File: src/rtl/uart_rx_os.sv
// Oversampling UART receiver: 2-flop synchroniser, 3-sample majority vote per bit,
// parity/framing/noise/break reporting and false-start rejection.
module uart_rx_os #(
    parameter  int OSR        = 16,
    parameter  int MAX_DATA_W = 9,
    localparam int DBW        = $clog2(MAX_DATA_W + 1)
) (
    input  logic                  clk,
    input  logic                  rst_n,
    input  logic                  tick,
    input  logic                  rx,
    input  logic [DBW-1:0]        data_bits,
    input  logic                  stop_bit_num,
    input  logic                  parity_en,
    input  logic                  parity_type,
    output logic                  busy,
    output logic                  rx_valid,
    output logic [MAX_DATA_W-1:0] rx_data,
    output logic                  parity_error,
    output logic                  framing_error,
    output logic                  noise_error,
    output logic                  break_detect
);
    localparam int TW = $clog2(OSR);
    localparam logic [TW-1:0]  T_LO   = TW'(OSR / 2 - 1);
    localparam logic [TW-1:0]  T_MID  = TW'(OSR / 2);
    localparam logic [TW-1:0]  T_HI   = TW'(OSR / 2 + 1);
    localparam logic [TW-1:0]  T_LAST = TW'(OSR - 1);
    localparam logic [DBW-1:0] MIN_BITS = DBW'(5);
    localparam logic [DBW-1:0] MAX_BITS = DBW'(MAX_DATA_W);

    typedef enum logic [2:0] {IDLE, START, DATA, PARITY, STOP, BRK_WAIT} state_t;

    state_t                state;
    logic                  rx_meta;
    logic                  rx_s;
    logic [TW-1:0]         tcnt;
    logic [DBW-1:0]        bit_idx;
    logic [DBW-1:0]        nbits_q;
    logic                  two_stop_q;
    logic                  par_en_q;
    logic                  par_odd_q;
    logic                  stop_idx;
    logic [1:0]            samp;
    logic [MAX_DATA_W-1:0] shadow;
    logic                  acc;
    logic                  noise_f;
    logic                  parity_f;
    logic                  framing_f;
    logic                  all_zero;

    logic                  maj;
    logic                  noisy;
    logic                  mid;
    logic                  last;
    logic                  final_stop;
    logic [DBW-1:0]        nbits_clamped;

    // The third sample is the live rx_s on the deciding tick, so the vote needs no extra register.
    assign maj   = (samp[0] & samp[1]) | (samp[0] & rx_s) | (samp[1] & rx_s);
    assign noisy = !((samp[0] == samp[1]) && (samp[1] == rx_s));
    assign mid   = (tcnt == T_HI);
    assign last  = (tcnt == T_LAST);
    assign final_stop = !two_stop_q || stop_idx;
    assign nbits_clamped = (data_bits < MIN_BITS) ? MIN_BITS :
                           (data_bits > MAX_BITS) ? MAX_BITS : data_bits;
    assign busy = (state != IDLE);

    always_ff @(posedge clk) begin
        if (!rst_n) begin
            rx_meta <= 1'b1;
            rx_s    <= 1'b1;
        end else begin
            rx_meta <= rx;
            rx_s    <= rx_meta;
        end
    end

    always_ff @(posedge clk) begin
        if (!rst_n) begin
            state         <= IDLE;
            tcnt          <= '0;
            bit_idx       <= '0;
            nbits_q       <= '0;
            two_stop_q    <= 1'b0;
            par_en_q      <= 1'b0;
            par_odd_q     <= 1'b0;
            stop_idx      <= 1'b0;
            samp          <= '0;
            shadow        <= '0;
            acc           <= 1'b0;
            noise_f       <= 1'b0;
            parity_f      <= 1'b0;
            framing_f     <= 1'b0;
            all_zero      <= 1'b0;
            rx_valid      <= 1'b0;
            rx_data       <= '0;
            parity_error  <= 1'b0;
            framing_error <= 1'b0;
            noise_error   <= 1'b0;
            break_detect  <= 1'b0;
        end else begin
            rx_valid <= 1'b0;
            if (tick) begin
                if (state != IDLE && state != BRK_WAIT) begin
                    tcnt <= last ? '0 : tcnt + 1'b1;
                    if (tcnt == T_LO)  samp[0] <= rx_s;
                    if (tcnt == T_MID) samp[1] <= rx_s;
                    if (mid && noisy)  noise_f <= 1'b1;
                end
                case (state)
                    IDLE: begin
                        if (!rx_s) begin
                            state      <= START;
                            tcnt       <= '0;
                            bit_idx    <= '0;
                            stop_idx   <= 1'b0;
                            nbits_q    <= nbits_clamped;
                            two_stop_q <= stop_bit_num;
                            par_en_q   <= parity_en;
                            par_odd_q  <= parity_type;
                            shadow     <= '0;
                            acc        <= 1'b0;
                            noise_f    <= 1'b0;
                            parity_f   <= 1'b0;
                            framing_f  <= 1'b0;
                            all_zero   <= 1'b1;
                        end
                    end
                    START: begin
                        if (mid && maj) begin
                            state <= IDLE;
                            tcnt  <= '0;
                        end else if (last) begin
                            state <= DATA;
                        end
                    end
                    DATA: begin
                        if (mid) begin
                            shadow[bit_idx] <= maj;
                            acc             <= acc ^ maj;
                            if (maj) all_zero <= 1'b0;
                        end
                        if (last) begin
                            if (bit_idx == nbits_q - 1'b1) begin
                                bit_idx <= '0;
                                state   <= par_en_q ? PARITY : STOP;
                            end else begin
                                bit_idx <= bit_idx + 1'b1;
                            end
                        end
                    end
                    PARITY: begin
                        if (mid) begin
                            if (maj != (acc ^ par_odd_q)) parity_f <= 1'b1;
                            if (maj) all_zero <= 1'b0;
                        end
                        if (last) state <= STOP;
                    end
                    STOP: begin
                        // The final stop bit finishes at mid-bit so the next start edge is not missed.
                        if (mid && final_stop) begin
                            rx_valid      <= 1'b1;
                            rx_data       <= shadow;
                            parity_error  <= parity_f;
                            framing_error <= framing_f | ~maj;
                            noise_error   <= noise_f | noisy;
                            break_detect  <= all_zero & ~maj;
                            state         <= (all_zero & ~maj) ? BRK_WAIT : IDLE;
                            tcnt          <= '0;
                        end else begin
                            if (mid && !maj) framing_f <= 1'b1;
                            if (last) stop_idx <= 1'b1;
                        end
                    end
                    BRK_WAIT: begin
                        if (rx_s) state <= IDLE;
                    end
                    default: state <= IDLE;
                endcase
            end
        end
    end
endmodule

File: config.mk
export PLATFORM = sky130hd
export DESIGN_NAME = uart_rx_os
export DESIGN_NICKNAME = d
export VERILOG_FILES = /design/src/rtl/uart_rx_os.sv
export SDC_FILE = /design/constraint.sdc
export NUM_CORES = 1
export LEC_CHECK = 0
export CAP_MARGIN = 20
export CORE_ASPECT_RATIO = 1.5
export CORE_MARGIN = 2
export CORE_UTILIZATION = 28
export DETAILED_ROUTE_END_ITERATION = 16
export PLACE_DENSITY_LB_ADDON = 0.12
export SYNTH_ARGS = -nofsm -noshare
export SYNTH_HDL_FRONTEND = slang
export SYNTH_SLANG_ARGS = --single-unit
File: constraint.sdc
create_clock -name clk -period 2.2 [get_ports clk]
set_input_delay 0.44 -clock clk [delete_from_list [all_inputs] [get_ports clk]]
set_output_delay 0.44 -clock clk [all_outputs]
set_load 0.02 [all_outputs]
==> reports/results.ini, run 1 <==
[status]
status=completed

[critical_path]
crit_buf_inv=1
slowest_delay_ns=0.56
cp_slowest_cell=clkdlybuf4s50_1
startpoint_type=flip-flop
cp_top_family=buffers and inverters
worstSetupPathType=reg2out
crit_arrival_ns=1.64
crit_chain=nor2_1 > nand2_1 > clkdlybuf4s50_1
worst_ep_required_time_ns=1.76
path_max_fanout=6
cp-end-kind=primary output

[synthesis]
synth_top_area_frac=0.389
ys.flop_type=dfxtp_1
synthTopCellsByCount=nand2_1 (58), dfxtp_1 (51), a21oi_1 (50)
syn_area_sq_mm=0.00263
synth_cell_types=57
synth_edf_count=0
synth.most_common_cell=nand2_1
synthCells=332
synth-seq-cells=51
synth_fp_nets=353
synthTopCellsByArea=dfxtp_1 (39%), a21oi_1 (9.5%), nand2_1 (8.3%)
yosys.area.top_type=dfxtp_1
postSynth.asyncResetShare=0
synth_area_per_cell_sq_um=7.91
synth-seq-area-share=0.389
yosys_warnings=0

[grt]
first_global_vias=2345
grt_usage=0.137
overflow=0
grt_pass1_wl_mm=11.2
grt_max_degree=40
antenna_found_initial=0

[detailed_routing]
via_count=2319
first_iter_violations=45
first_pass_iters=4
viasPerCell=4.81
wire_per_inst_microns=13.8
routed_wl_mm=6.67
ant_nets=0
drc=0

[clock_network]
clk_pin_slew_ns=0.07
post_cts_resized=0
cts-buffers-inserted=5
cts.sinks=51
clockBufferDepth=2
cts_tree=built
clk_latency_ns=0.29
htreeDepth=2
ctsHoldBuffers=0
cts_root_buf=clkbuf_16
post_cts.repair.setup_buffers=0

[worst_hold_path]
holdCritPathClass=reg2reg

[die]
start_util=0.286
die_h_microns=123
top_level_ports=26
die_area_sq_mm=0.0102
rows=43
coreArea_sq_mm=0.00920
die_w_microns=83.1

[final_layout]
nets=390
nFillCells=964
drive_gt1_frac=0.122
num_antenna_cells=0
syn2layout_area_growth_pct=24.9

[placed_design]
place_congestion=0.801
dpl.hpwl_mm=5.13
portBuffers=25

[sta]
clock_skew_ns=0.00181
hold_viol_final=0
fin_crit_sh=0.944
min_period_ns=2.08
rsz0062_at_grt=no
slew_headroom=0.692
tightest_slew_ns=0.462
timing.fmax_mhz=482
setup_tns_ns=0
drv_slew=0
setup_viol=0
fin_hold_ws_ns=0.407

[power]
p_per_area_mw_per_mm2=714
leakagePower_nw=1.16
max-vdd-ir-drop_mv=0.356

[run]
maxCapViolCount=0

## worst reg2reg max path: cells and delay by family, from the launching register on
family	cells	cell delay [ns]
flip-flops	1	0.41
AO/OA/AOI/OAI	1	0.12
adder cells (fa/ha/maj)	1	0.22
AND/OR/NAND/NOR	4	0.94
buffers and inverters	1	0.23
## final timing paths
path | end | slack [ns] | startpoint | cells after the start
setup / recovery | busy | 0.12 | state[1] | 3
hold reg to reg | rx_s | 0.41 | rx_meta | 1
setup reg to reg | rx_data[7] | 0.23 | tcnt[0] | 7
hold / removal | rx_s | 0.41 | rx_meta | 1
## power breakdown
group / leakage [nW] / switching [mW] / total, mW / internal, mW
Combinational: 0.670 / 0.310 / 0.541 / 0.231
Clock: 0.0731 / 0.357 / 0.812 / 0.455
Sequential: 0.412 / 0.0362 / 0.991 / 0.955
Total: 1.16 / 0.703 / 2.34 / 1.64
## metal layers
metal / GRT usage / vias up / wire length, microns
met5: 0 / - / 0
met4: 0.0615 / 0 / 155
met3: 0.0215 / 10 / 115
met2: 0.264 / 25 / 3610
met1: 0.144 / 1064 / 2790
li1: - / 1220 / -
## final cells by class
class	instances	area, sq um	area share
clock buffer	6	139	0.0423
clock inverter	2	16.3	0.00496
inverter	11	41.3	0.0126
multi-input combinational	251	1480	0.451
sequential	51	1020	0.311
tap	112	140	0.0427
timing repair buffer	49	443	0.135
## layout by cell type (no fill, tap or decap), drive strengths merged, types with 8 or more instances in the layout
master,instances
a21oi,50
buf,24
clkdlybuf4s50,25
dfxtp,51
ha,10
inv,11
nand2,58
nand3,8
nor2,28
nor3,8
o21ai,18
xnor2,8
## kinds of logic (layout without fill, tap and decap cells)
logic type,Yosys count,count (layout),share of synthesized area
AOI/OAI and AO/OA,87,87,0.201
xor gates and xnor gates,10,10,0.0333
adders and majority gates,10,10,0.0476
buffers and inverters,30,68,0.0476
DFF,51,51,0.389
muxes,2,2,0.00762
and+or+nand+nor,142,142,0.274
## through the flow
step           utilization  total power, mW  setup WS [ns]  instance area [sq um]  instances
2_1_floorplan            -             1.36          0.378                   2630        332
3_3_place_gp         0.340             1.56         0.0959                   3130        474
3_5_place_dp         0.340             1.56          0.108                   3130        474
4_1_cts              0.357             2.38          0.138                   3280        482
5_1_grt              0.357             2.47         0.0496                   3280        482
6_report             0.357             2.34          0.124                   3280        482
## state kept, by name (all words and copies together), names as in the netlist, 2 cells and up
| register | flops |
|---|---|
| bit_idx | 4 |
| nbits_q | 4 |
| rx_data | 9 |
| samp | 2 |
| shadow | 9 |
| state | 3 |
| tcnt | 4 |
No activity file was read; power rests on OpenSTA's default activity.
==> run 2: changes to the inputs <==
- CAP_MARGIN: 20 -> 0
- CTS_BUF_LIST: unset -> sky130_fd_sc_hd__clkbuf_8
- SKIP_CTS_REPAIR_TIMING: unset -> 1
==> run 2 against run 1 <==
Effect of this change: sequential share of layout area rose by 0.54 points; die area did not move; critical endpoint unchanged; highest routed layer unchanged; wire length rose by 0.37%; largest cell class unchanged; core utilization fell by 0.61 points; first-iteration DRC count rose by 49%; largest power group unchanged; critical path type unchanged; total power fell by 9.7%.
==> reports/results.ini, run 2 (synthesized netlist as in run 1, its figures left out) <==
[status]
status=completed  ; unchanged

[placed_design]
dpl.hpwl_mm=5.13  ; unchanged
place_congestion=0.801  ; unchanged
placed_cells=474  ; unchanged
portBuffers=25  ; unchanged

[detailed_routing]
routed_wl_mm=6.70  ; was 6.67 mm
viasPerCell=4.80  ; was 4.81
via_count=2315  ; was 2319
first_pass_iters=4  ; unchanged
drc=0  ; unchanged
wire_per_inst_microns=13.9  ; was 13.8 microns
ant_nets=0  ; unchanged
first_iter_violations=67  ; was 45

[clock_network]
clockBufferDepth=2  ; unchanged
cts.sinks=51  ; unchanged
cts_tree=built  ; unchanged
clk_latency_ns=0.31  ; was 0.29 ns
cts_root_buf=clkbuf_8  ; was clkbuf_16
htreeDepth=2  ; unchanged
clk_pin_slew_ns=0.09  ; was 0.07 ns
cts-buffers-inserted=5  ; unchanged

[critical_path]
rr_endpoint=rx_data[1]  ; was rx_data[7]
crit_buf_inv=1  ; unchanged
reg2reg_from=tcnt[0]  ; unchanged
cp_slowest_cell=clkdlybuf4s50_1  ; unchanged
r2r_slack_ns=0.23  ; about the same
cp-end-kind=primary output  ; unchanged
startpoint_type=flip-flop  ; unchanged
ff2ff_path_depth=7  ; unchanged
crit_arrival_ns=1.66  ; was 1.64 ns
worstSetupPathType=reg2out  ; unchanged
path_max_fanout=6  ; unchanged
worst_ep_required_time_ns=1.76  ; about the same
cp_top_family=buffers and inverters  ; unchanged
slowest_delay_ns=0.56  ; about the same
crit_chain=nor2_1 > nand2_1 > clkdlybuf4s50_1  ; unchanged

[final_layout]
fin_cells=482  ; unchanged
reg.largest.list=rx_data: 9 flops, shadow: 9 flops  ; unchanged
drive_gt1_frac=0.122  ; unchanged
nets=390  ; unchanged
syn2layout_area_growth_pct=22.8  ; was 24.9%
num_antenna_cells=0  ; unchanged
final_common_cell=nand2_1  ; unchanged
final_cell_mix=nand2_1 (58), dfxtp_1 (51), a21oi_1 (50)  ; unchanged

[grt]
antenna_found_initial=0  ; unchanged
grt_max_degree=40  ; unchanged
first_global_vias=2342  ; was 2345
overflow=0  ; unchanged
grt_pass1_wl_mm=11.2  ; about the same
grt_usage=0.138  ; was 0.137

[worst_hold_path]
hold_end=rx_s  ; unchanged
hp-start=rx_meta  ; unchanged
holdCritPathClass=reg2reg  ; unchanged
hold_depth=1  ; unchanged

[power]
leakagePower_nw=1.13  ; was 1.16 nW
p_per_area_mw_per_mm2=657  ; was 714 mW/mm^2
max-vdd-ir-drop_mv=0.358  ; was 0.356 mV

[run]
maxCapViolCount=0  ; unchanged

[die]
coreArea_sq_mm=0.00920  ; unchanged
die_w_microns=83.1  ; unchanged
top_level_ports=26  ; unchanged
rows=43  ; unchanged
start_util=0.286  ; unchanged
die_area_sq_mm=0.0102  ; unchanged
die_h_microns=123  ; unchanged

[sta]
min_period_ns=2.10  ; was 2.08 ns
hold_viol_final=0  ; unchanged
drv_slew=0  ; unchanged
timing.fmax_mhz=477  ; was 482 MHz
setup_tns_ns=0  ; unchanged
tightest_slew_ns=0.459  ; was 0.462 ns
slew_headroom=0.694  ; was 0.692
setup_viol=0  ; unchanged
rsz0062_at_grt=no  ; unchanged
clock_skew_ns=0.00335  ; was 0.00181 ns
fin_crit_sh=0.954  ; was 0.944

## run 2: per-stage QoR
| stage | power, mW | area [sq um] | setup WS [ns] | utilization | hold WS (ns) |
|---|---|---|---|---|---|
| finish | 2.12 | 3230 | 0.102 | 0.351 | 0.413 |
| global placement | 1.56 | 3130 | 0.0959 | 0.340 | 0.398 |
| floorplan | 1.36 | 2630 | 0.378 | - | 0.386 |
| CTS | 2.16 | 3230 | 0.0926 | 0.351 | 0.419 |
| global route | 2.26 | 3230 | 0.0132 | 0.351 | 0.444 |
| detailed placement | 1.56 | 3130 | 0.108 | 0.340 | 0.395 |
## run 2: how the worst max path moves through the flow
stage             start         end  slack [ns]  cells after the start
2_1_floorplan   tcnt[0]  rx_data[1]        0.38                      8
3_3_place_gp       tick   shadow[6]         0.1                      6
3_5_place_dp       tick   shadow[7]        0.11                      6
4_1_cts        state[1]        busy        0.09                      3
5_1_grt        state[1]        busy        0.01                      3
6_report       state[1]        busy        0.10                      3
## run 2: area by class of cell
cell class / instances / area, sq um
Inverter: 11 / 41.3
Multi-Input combinational cell: 251 / 1480
Clock buffer: 6 / 82.6
Clock inverter: 2 / 16.3
Timing Repair Buffer: 49 / 443
Sequential cell: 51 / 1020
Tap cell: 112 / 140
Fill cell: 967 / 5970
## run 2: where the power goes
part	total [mW]	internal (mW)	switching, mW
clock	0.586	0.257	0.328
combinational	0.541	0.231	0.310
sequential	0.991	0.955	0.0367
## run 2: per-layer routing
layer	vias to the layer above	GRT usage	share of wire
met5	-	0	0
met1	1062	0.145	0.42
li1	1221	-	-
met2	22	0.265	0.54
met4	0	0.0615	0.023
met3	10	0.0256	0.018
## run 2: worst reg2reg max path, cell delays in order (launching register included)
cell and delay (ns):
dfxtp_1 0.41, ha_1 0.22, nand3b_1 0.17, or3_1 0.43, nor2_1 0.26, buf_4 0.23
nand2_1 0.07, a21oi_1 0.12
